===== config.mk =====
export PLATFORM = sky130hd
export DESIGN_NAME = tc_pl_cap_gain_arb
export DESIGN_NICKNAME = d
export VERILOG_FILES = /design/src/rtl/tc_pl_cap_gain_arb.sv
export SDC_FILE = /design/constraint.sdc
export NUM_CORES = 1
export LEC_CHECK = 0
export ABC_CLOCK_PERIOD_IN_PS = 2900
export CORE_UTILIZATION = 49
export CTS_BUF_LIST = sky130_fd_sc_hd__clkbuf_16
export DETAILED_ROUTE_END_ITERATION = 6
export PLACE_DENSITY = 0.8
export SLEW_MARGIN = 20
export SYNTH_ARGS = -nofsm -noshare
export SYNTH_HDL_FRONTEND = slang
export SYNTH_SLANG_ARGS = --single-unit
export TNS_END_PERCENT = 100

===== constraint.sdc =====
create_clock -name clk -period 2.9 [get_ports clk]
set_input_delay 0.435 -clock clk [delete_from_list [all_inputs] [get_ports clk]]
set_output_delay 0.435 -clock clk [all_outputs]
set_load 0.01 [all_outputs]

===== src/rtl/tc_pl_cap_gain_arb.sv =====
// tc_pl_cap_gain_arb: shares the capture-gain DAC write path between the host
// register bank (port 0) and the auto-gain calibration sweeper (port 1).
// Each port latches its latest request; a round-robin grant launches one
// dual-channel word pair at a time, waits for the DAC controller to finish,
// holds off for the analog settle time and reports done/timeout to the owner.
module tc_pl_cap_gain_arb #(
    parameter int CAP0_12     = 32,
    parameter int SETTLE_CYC  = 1000,
    parameter int TIMEOUT_CYC = 65535
) (
    input  logic               clk,
    input  logic               rst,
    input  logic               req0_en,
    input  logic [CAP0_12-1:0] req0_dacA,
    input  logic [CAP0_12-1:0] req0_dacB,
    output logic               req0_done,
    output logic               req0_err,
    input  logic               req1_en,
    input  logic [CAP0_12-1:0] req1_dacA,
    input  logic [CAP0_12-1:0] req1_dacB,
    output logic               req1_done,
    output logic               req1_err,
    output logic               gset_en,
    output logic [CAP0_12-1:0] gset_dacA,
    output logic [CAP0_12-1:0] gset_dacB,
    input  logic               gset_adc_cmpt,
    output logic               gain_busy,
    output logic               gain_owner,
    output logic               gain_timeout
);

    localparam int NPORT   = 2;
    // One shared counter serves both the completion timeout and the settle delay.
    localparam int CNT_MAX = (SETTLE_CYC > TIMEOUT_CYC) ? SETTLE_CYC : TIMEOUT_CYC;
    localparam int CNT_W   = (CNT_MAX < 2) ? 1 : $clog2(CNT_MAX + 1);
    localparam logic [CNT_W-1:0] TIMEOUT_LAST = CNT_W'(TIMEOUT_CYC - 1);
    localparam logic [CNT_W-1:0] SETTLE_LAST  = (SETTLE_CYC == 0) ? '0 : CNT_W'(SETTLE_CYC - 1);

    typedef enum logic [2:0] {
        ST_IDLE,
        ST_LAUNCH,
        ST_WAIT_CMPT,
        ST_SETTLE,
        ST_DONE
    } state_t;

    // Where a completion leads: skip SETTLE entirely when no settle is wanted.
    localparam state_t CMPT_NEXT = (SETTLE_CYC == 0) ? ST_DONE : ST_SETTLE;

    state_t             state_reg;
    state_t             state_next;
    logic [CNT_W-1:0]   cnt_reg;
    logic [CNT_W-1:0]   cnt_next;
    logic               err_reg;
    logic               err_next;
    logic               timeout_reg;
    logic               timeout_next;
    logic               last_reg;
    logic               owner_reg;
    logic [CAP0_12-1:0] dac_a_reg;
    logic [CAP0_12-1:0] dac_b_reg;

    logic [NPORT-1:0]   req_en;
    logic [CAP0_12-1:0] req_a [NPORT];
    logic [CAP0_12-1:0] req_b [NPORT];
    logic [NPORT-1:0]   pend;
    logic [CAP0_12-1:0] buf_a [NPORT];
    logic [CAP0_12-1:0] buf_b [NPORT];

    logic               grant_vld;
    logic               grant_port;

    assign req_en   = {req1_en, req0_en};
    assign req_a[0] = req0_dacA;
    assign req_a[1] = req1_dacA;
    assign req_b[0] = req0_dacB;
    assign req_b[1] = req1_dacB;

    genvar gi;
    generate
        for (gi = 0; gi < NPORT; gi++) begin : g_port
            logic               pend_reg;
            logic [CAP0_12-1:0] buf_a_reg;
            logic [CAP0_12-1:0] buf_b_reg;

            // Request latch: newest words win; a pulse coinciding with this
            // port's grant re-arms pend so the new words get their own launch.
            always_ff @(posedge clk) begin
                if (!rst) begin
                    pend_reg  <= 1'b0;
                    buf_a_reg <= '0;
                    buf_b_reg <= '0;
                end else if (req_en[gi]) begin
                    pend_reg  <= 1'b1;
                    buf_a_reg <= req_a[gi];
                    buf_b_reg <= req_b[gi];
                end else if (grant_vld && (grant_port == 1'(gi))) begin
                    pend_reg  <= 1'b0;
                end
            end

            assign pend[gi]  = pend_reg;
            assign buf_a[gi] = buf_a_reg;
            assign buf_b[gi] = buf_b_reg;
        end
    endgenerate

    // Round-robin grant: a lone pending port wins, a tie goes to the port that
    // did not win last time.
    always_comb begin
        grant_vld  = (state_reg == ST_IDLE) && (pend != '0);
        grant_port = 1'b0;
        if (pend == 2'b11) begin
            grant_port = ~last_reg;
        end else begin
            grant_port = pend[1];
        end
    end

    // State, counter and flag registers.
    always_ff @(posedge clk) begin
        if (!rst) begin
            state_reg   <= ST_IDLE;
            cnt_reg     <= '0;
            err_reg     <= 1'b0;
            timeout_reg <= 1'b0;
        end else begin
            state_reg   <= state_next;
            cnt_reg     <= cnt_next;
            err_reg     <= err_next;
            timeout_reg <= timeout_next;
        end
    end

    // Grant datapath: words are copied once at grant so they stay stable for
    // the whole transaction regardless of later requests.
    always_ff @(posedge clk) begin
        if (!rst) begin
            last_reg  <= 1'b1;
            owner_reg <= 1'b0;
            dac_a_reg <= '0;
            dac_b_reg <= '0;
        end else if (grant_vld) begin
            last_reg  <= grant_port;
            owner_reg <= grant_port;
            dac_a_reg <= buf_a[grant_port];
            dac_b_reg <= buf_b[grant_port];
        end
    end

    // Next-state logic; the counter only advances below its terminal value.
    always_comb begin
        state_next   = state_reg;
        cnt_next     = cnt_reg;
        err_next     = err_reg;
        timeout_next = timeout_reg;
        case (state_reg)
            ST_IDLE: begin
                cnt_next = '0;
                if (grant_vld) begin
                    state_next = ST_LAUNCH;
                end
            end
            ST_LAUNCH: begin
                cnt_next = '0;
                if (gset_adc_cmpt) begin
                    state_next = CMPT_NEXT;
                end else begin
                    state_next = ST_WAIT_CMPT;
                end
            end
            ST_WAIT_CMPT: begin
                if (gset_adc_cmpt) begin
                    state_next = CMPT_NEXT;
                    cnt_next   = '0;
                end else if (cnt_reg >= TIMEOUT_LAST) begin
                    state_next   = ST_DONE;
                    err_next     = 1'b1;
                    timeout_next = 1'b1;
                end else begin
                    cnt_next = cnt_reg + CNT_W'(1);
                end
            end
            ST_SETTLE: begin
                if (cnt_reg >= SETTLE_LAST) begin
                    state_next = ST_DONE;
                end else begin
                    cnt_next = cnt_reg + CNT_W'(1);
                end
            end
            ST_DONE: begin
                err_next   = 1'b0;
                cnt_next   = '0;
                state_next = ST_IDLE;
            end
            default: begin
                state_next = ST_IDLE;
            end
        endcase
    end

    // Completion reporting goes to whichever port owns the transaction.
    always_comb begin
        req0_done = 1'b0;
        req0_err  = 1'b0;
        req1_done = 1'b0;
        req1_err  = 1'b0;
        if (state_reg == ST_DONE) begin
            if (owner_reg) begin
                req1_done = 1'b1;
                req1_err  = err_reg;
            end else begin
                req0_done = 1'b1;
                req0_err  = err_reg;
            end
        end
    end

    assign gset_en      = (state_reg == ST_LAUNCH);
    assign gset_dacA    = dac_a_reg;
    assign gset_dacB    = dac_b_reg;
    assign gain_busy    = (state_reg != ST_IDLE);
    assign gain_owner   = owner_reg;
    assign gain_timeout = timeout_reg;

endmodule


; ---- Word level (Yosys, flattened, before mapping)
; Index checks and enable logic that the tools add are counted.
[word_totals]
regBits = 217
word_cells = 81
[op_classes]
add_sub_neg = 1
bitwise_logic = 4
n_lt_le_gt_ge = 3
mux = 32
n_reduce_logical = 15
n_eq_ne = 12
[ops]
columns = operator, count
row1 = two-way mux 32 bit, 6
row2 = two-way mux 16 bit, 3
row3 = one-hot mux 16 bit (3 select lines), 1
row4 = adder 16 x 1 -> 16 bit (second input constant), 1
row5 = greater-or-equal comparator 16 x 10 -> 1 bit (second input constant), 1
row6 = greater-or-equal comparator 16 bit (second input constant), 1
row7 = two-way mux 1 bit, 16
row8 = two-way mux 3 bit, 4
row9 = one-hot mux 3 bit (4 select lines), 1
row10 = AND reduction 3 bit, 4
row11 = != test 2 bit (second input constant), 5
row12 = nonzero test 2 bit, 4
row13 = == test 3 x 2 -> 1 bit (second input constant), 2
row14 = != test 3 bit (second input constant), 2
row15 = nonzero test 3 bit, 2
row16 = == test 3 x 1 -> 1 bit (second input constant), 1
row17 = == test 3 bit (second input constant), 1
row18 = logical AND 1 bit, 3
row19 = logical NOT 3 bit, 1
row20 = inverter 1 bit, 3
row21 = OR reduction 3 bit, 1
row22 = == test 2 bit (second input constant), 1
row23 = greater-or-equal comparator 2 bit (second input constant), 1
row24 = inverter 1 -> 2 bit, 1
row25 = one-hot mux 1 bit (2 select lines), 1

; ---- Depth between registers and ports, before layout
[depth]
depth_word = 6
ltp_mapped = 9
ltp_nobuf = 7

; ---- Worst setup path after synthesis
; No wires, ideal clock.
[synth_path]
path_type = reg-to-reg
start = register cnt_reg[15]
end = register cnt_reg[13]
arrival_time_ns = 2.148
stages_incl_launch_ff = 8
period_less_slack_ns = 2.283
required_ns = 2.765
path_slack_ns = 0.617
path_cell_list = dfxtp_1 or4_1 or4_1 o21a_1 buf_6 clkbuf_1 o311ai_0 o41ai_1
[synth_between]
elab_chain_cells = 3
elab_cells_between_ends = 5
cone_classes = order compare: 2 / eq/ne: 2 / reduce/logical: 1
[synth_lines]
columns = element, line
row1 = start: declaration, 52  ; logic [CNT_W-1:0] cnt_reg;
row2 = start signal: assignment, 129  ; cnt_reg <= cnt_next;
row3 = greater-or-equal comparator 16 bit or greater-or-equal comparator 16 x 10 -> 1 bit (tied branches), "176, 185"
row4 = != test 3 bit (no line) or != test 2 bit (tied branches), --
row5 = AND reduction 3 bit (no line) (*), --
; Mark *: on every way between the ends. The rest lies on a longest branch, timed or not.
; A chain may end at the register's enable or synchronous reset.

; ---- Worst setup path in the final report
[layout_path]
start = register state_reg[0]
end = output gain_busy
[layout_between]
elab_chain_cells = 1
[layout_lines]
columns = element, line
row1 = start: declaration, 50  ; state_t state_reg;
row2 = start signal: assignment, 128  ; state_reg <= state_next;
row3 = nonzero test 3 bit, 222  ; assign gain_busy = (state_reg != ST_IDLE);
row4 = end: declaration, 27  ; output logic gain_busy,
; No other way between the ends.

==> impl_metrics.py <==
metrics = {
    "clock_tree": {
        "cts_buffers": 23,
        "cts_sinks": 217,
        "cts_tree": "built",
        "post-cts-setup-buffer-count": 0,
        "root_buffer": "clkbuf_16",
        "ctsHoldBuffers": 0,
        "cts_buffer_depth": 3,
        "h-tree-depth": 1,
        "ctsResizeCount": 0,
        "clk-insertion-delay-late_ns": 0.51,
        "clk_pin_slew_ns": 0.06,
    },
    "logic_synthesis": {
        "synth-edff-count": 0,
        "ys_warn_count": 0,
        "synth_fp_nets": 955,
        "ys_seq_area_share_pct": 53.4,
        "avgSynthCellArea_um2": 9.92,
        "async_flop_share_pct": 0,
        "synth_cells": 820,
        "ys_types": 44,
        "synthFlopType": "dfxtp_1",
        "ys_seq_elements": 217,
        "synthesis.area_um2": 8130,
    },
    "worst_setup_path": {
        "crit_required_ns": 2.47,
        "worst-path-max-fanout": 11,
        "endpoint_kind": "output port",
        "critical_path_arrival_ns": 2.20,
        "path_buf_inv": 2,
        "worstPathCellList": "nor3_1, inv_1, clkdlybuf4s50_1",
        "cp_slowest_stage_delay_ns": 0.54,
        "cp_slowest_cell": "clkdlybuf4s50_1",
        "cp-start-kind": "register",
        "cp.depth": 3,
        "criticalPathCategory": "reg -> out",
        "reg2reg_depth": 6,
        "crit_family": "buffers and inverters",
    },
    "power_and_ir_drop": {
        "power_density_nw_per_um2": 644,
        "p_comb_share_pct": 13.5,
        "p_leak_uw": 0.00452,
        "ir_worst_vdd_mv": 0.497,
        "swShare_pct": 24.2,
        "power_switching_uw": 1740,
        "seq_power_share_pct": 45.2,
        "clockPowerShare_pct": 41.3,
        "p_int_uw": 5440,
    },
    "cells_and_area": {
        "final_cells": 1230,
        "final_cell_mix": "217 x dfxtp_1, 208 x nor2_1, 202 x clkdlybuf4s50_1",
        "drive_gt1_share_pct": 5.62,
        "final_common_cell": "dfxtp_1",
        "finalInstanceArea_um2": 11200,
        "nets": 1133,
        "antennaDiodeCount": 0,
        "synthToLayoutAreaGrowth_pct": 37.3,
    },
    "die": {
        "ios": 205,
        "rows": 46,
        "start_util_pct": 50.7,
        "design.core.area_um2": 16100,
        "die-area_um2": 17100,
        "die_h_um": 131,
        "die_x_um": 131,
    },
    "global_route": {
        "antenna_found_initial": 0,
        "grt_pass1_wl_um": 33200,
        "grt_overflow": 0,
        "grt_use_total_pct": 24.3,
        "grt_max_degree": 107,
        "grt_pass1_vias": 6525,
    },
    "sta": {
        "period_share_pct": 90.7,
        "post-route-min-period_ns": 2.63,
        "grt_setup_unrepaired": "false",
        "fmax_mhz": 380,
        "maxSlewHeadroom_pct": 53.3,
        "hold_violations": 0,
        "tns_ns": 0,
        "setup_viol": 0,
        "report.final.slew_viol_count": 0,
        "worstMarginPinSlew_ns": 0.695,
        "fin_skew_ns": 0.0196,
    },
    "place": {
        "gp_congestion": 0.843,
        "dp.cells": 1189,
        "placed_area_um2": 10400,
        "io_buffers": 204,
        "post-dp-hpwl_um": 13200,
    },
    "detailed_routing": {
        "finalWirelength_um": 21000,
        "ant_nets": 0,
        "drt_iter0_drc": 557,
        "drt-wirelength-per-cell_um": 17.1,
        "dr.pass1.iters": 6,
        "drcViolationCount": 0,
        "vias": 6874,
        "viasPerCell": 5.59,
    },
    "hold_path": {
        "hold_depth": 2,
        "min_path_type": "reg -> reg",
    },
    "flow_run": {
        "maxCapViolCount": 0,
    },
    "run_status": {
        "status": "completed",
    },
}
-- synthesized netlist by cell type (all sizes together), types with 5 or more instances --
cell type  count  area share [%]
or4            5            0.46
o311ai         8            0.86
nor2         209             9.6
a222oi        64             7.9
a21oi         14            0.86
dfxtp        217              53
nand3b         5            0.46
nor3           5            0.31
mux2i        128              16
o21ai         13            0.80
nand2         19            0.88
nand3          9            0.55
clkbuf        56             2.6
buf           13            0.71
-- power by group through the flow --
stage          Clock (µW)  Combinational, µW  Sequential, µW
2_1_floorplan           0                498            3300
3_3_place_gp            0                957            3310
3_5_place_dp            0                966            3310
4_1_cts              3020                975            3250
5_1_grt              3160               1050            3270
6_report             2960                971            3250
-- kinds of logic after synthesis --
group,after synthesis,synth area share [%]
AND/OR/NAND/NOR,276,14.3
flip-flops,217,53.4
buffers and inverters,74,3.52
adder cells (fa/ha/maj),3,0.431
AO/OA/AOI/OAI,122,12.6
multiplexers,128,15.8
-- final cells by class --
cell class | count | area, µm²
Multi-Input combinational cell | 529 | 3520
Clock buffer | 23 | 576
Timing Repair Buffer | 222 | 2230
Fill cell | 1227 | 4890
Inverter | 5 | 23.8
Tap cell | 216 | 270
Sequential cell | 217 | 4340
Clock inverter | 18 | 194
-- per-layer routing --
metal	wire, µm	part of all wire, %	global-route usage (%)	vias to the layer above
li1	-	-	-	3335
met1	8980	43	30.6	3284
met2	10200	49	40.9	228
met3	1500	7.2	6.72	27
met4	301	1.4	6.15	0
met5	0	0	0	-
-- path summary, 6_finish.rpt --
check / startpoint / endpoint / slack (ns)
hold reg to reg: gain_timeout / gain_timeout / 0.48
hold / removal: gain_timeout / gain_timeout / 0.48
setup reg to reg: cnt_reg[15] / cnt_reg[10] / 0.44
setup / recovery: state_reg[0] / gain_busy / 0.27
-- worst reg2reg max path, delay by kind of cell, from the launching register on --
| family | cells | cell delay [ns] |
|---|---|---|
| compound gates | 3 | 0.77 |
| buf+inv | 1 | 0.23 |
| flops | 1 | 0.34 |
| simple gates | 2 | 0.98 |
-- through the flow --
| step | total power (µW) | utilization, % | setup WS (ns) | hold slack (ns) |
|---|---|---|---|---|
| 6_report | 7190 | 69.5 | 0.270 | 0.477 |
| 5_1_grt | 7480 | 69.5 | 0.101 | 0.504 |
| 4_1_cts | 7250 | 69.5 | 0.245 | 0.478 |
| 3_5_place_dp | 4280 | 64.7 | 0.358 | 0.473 |
| 3_3_place_gp | 4260 | 64.7 | 0.430 | 0.466 |
| 2_1_floorplan | 3800 | - | 0.617 | 0.453 |
Note: power is estimated with default switching activity, not from simulation.
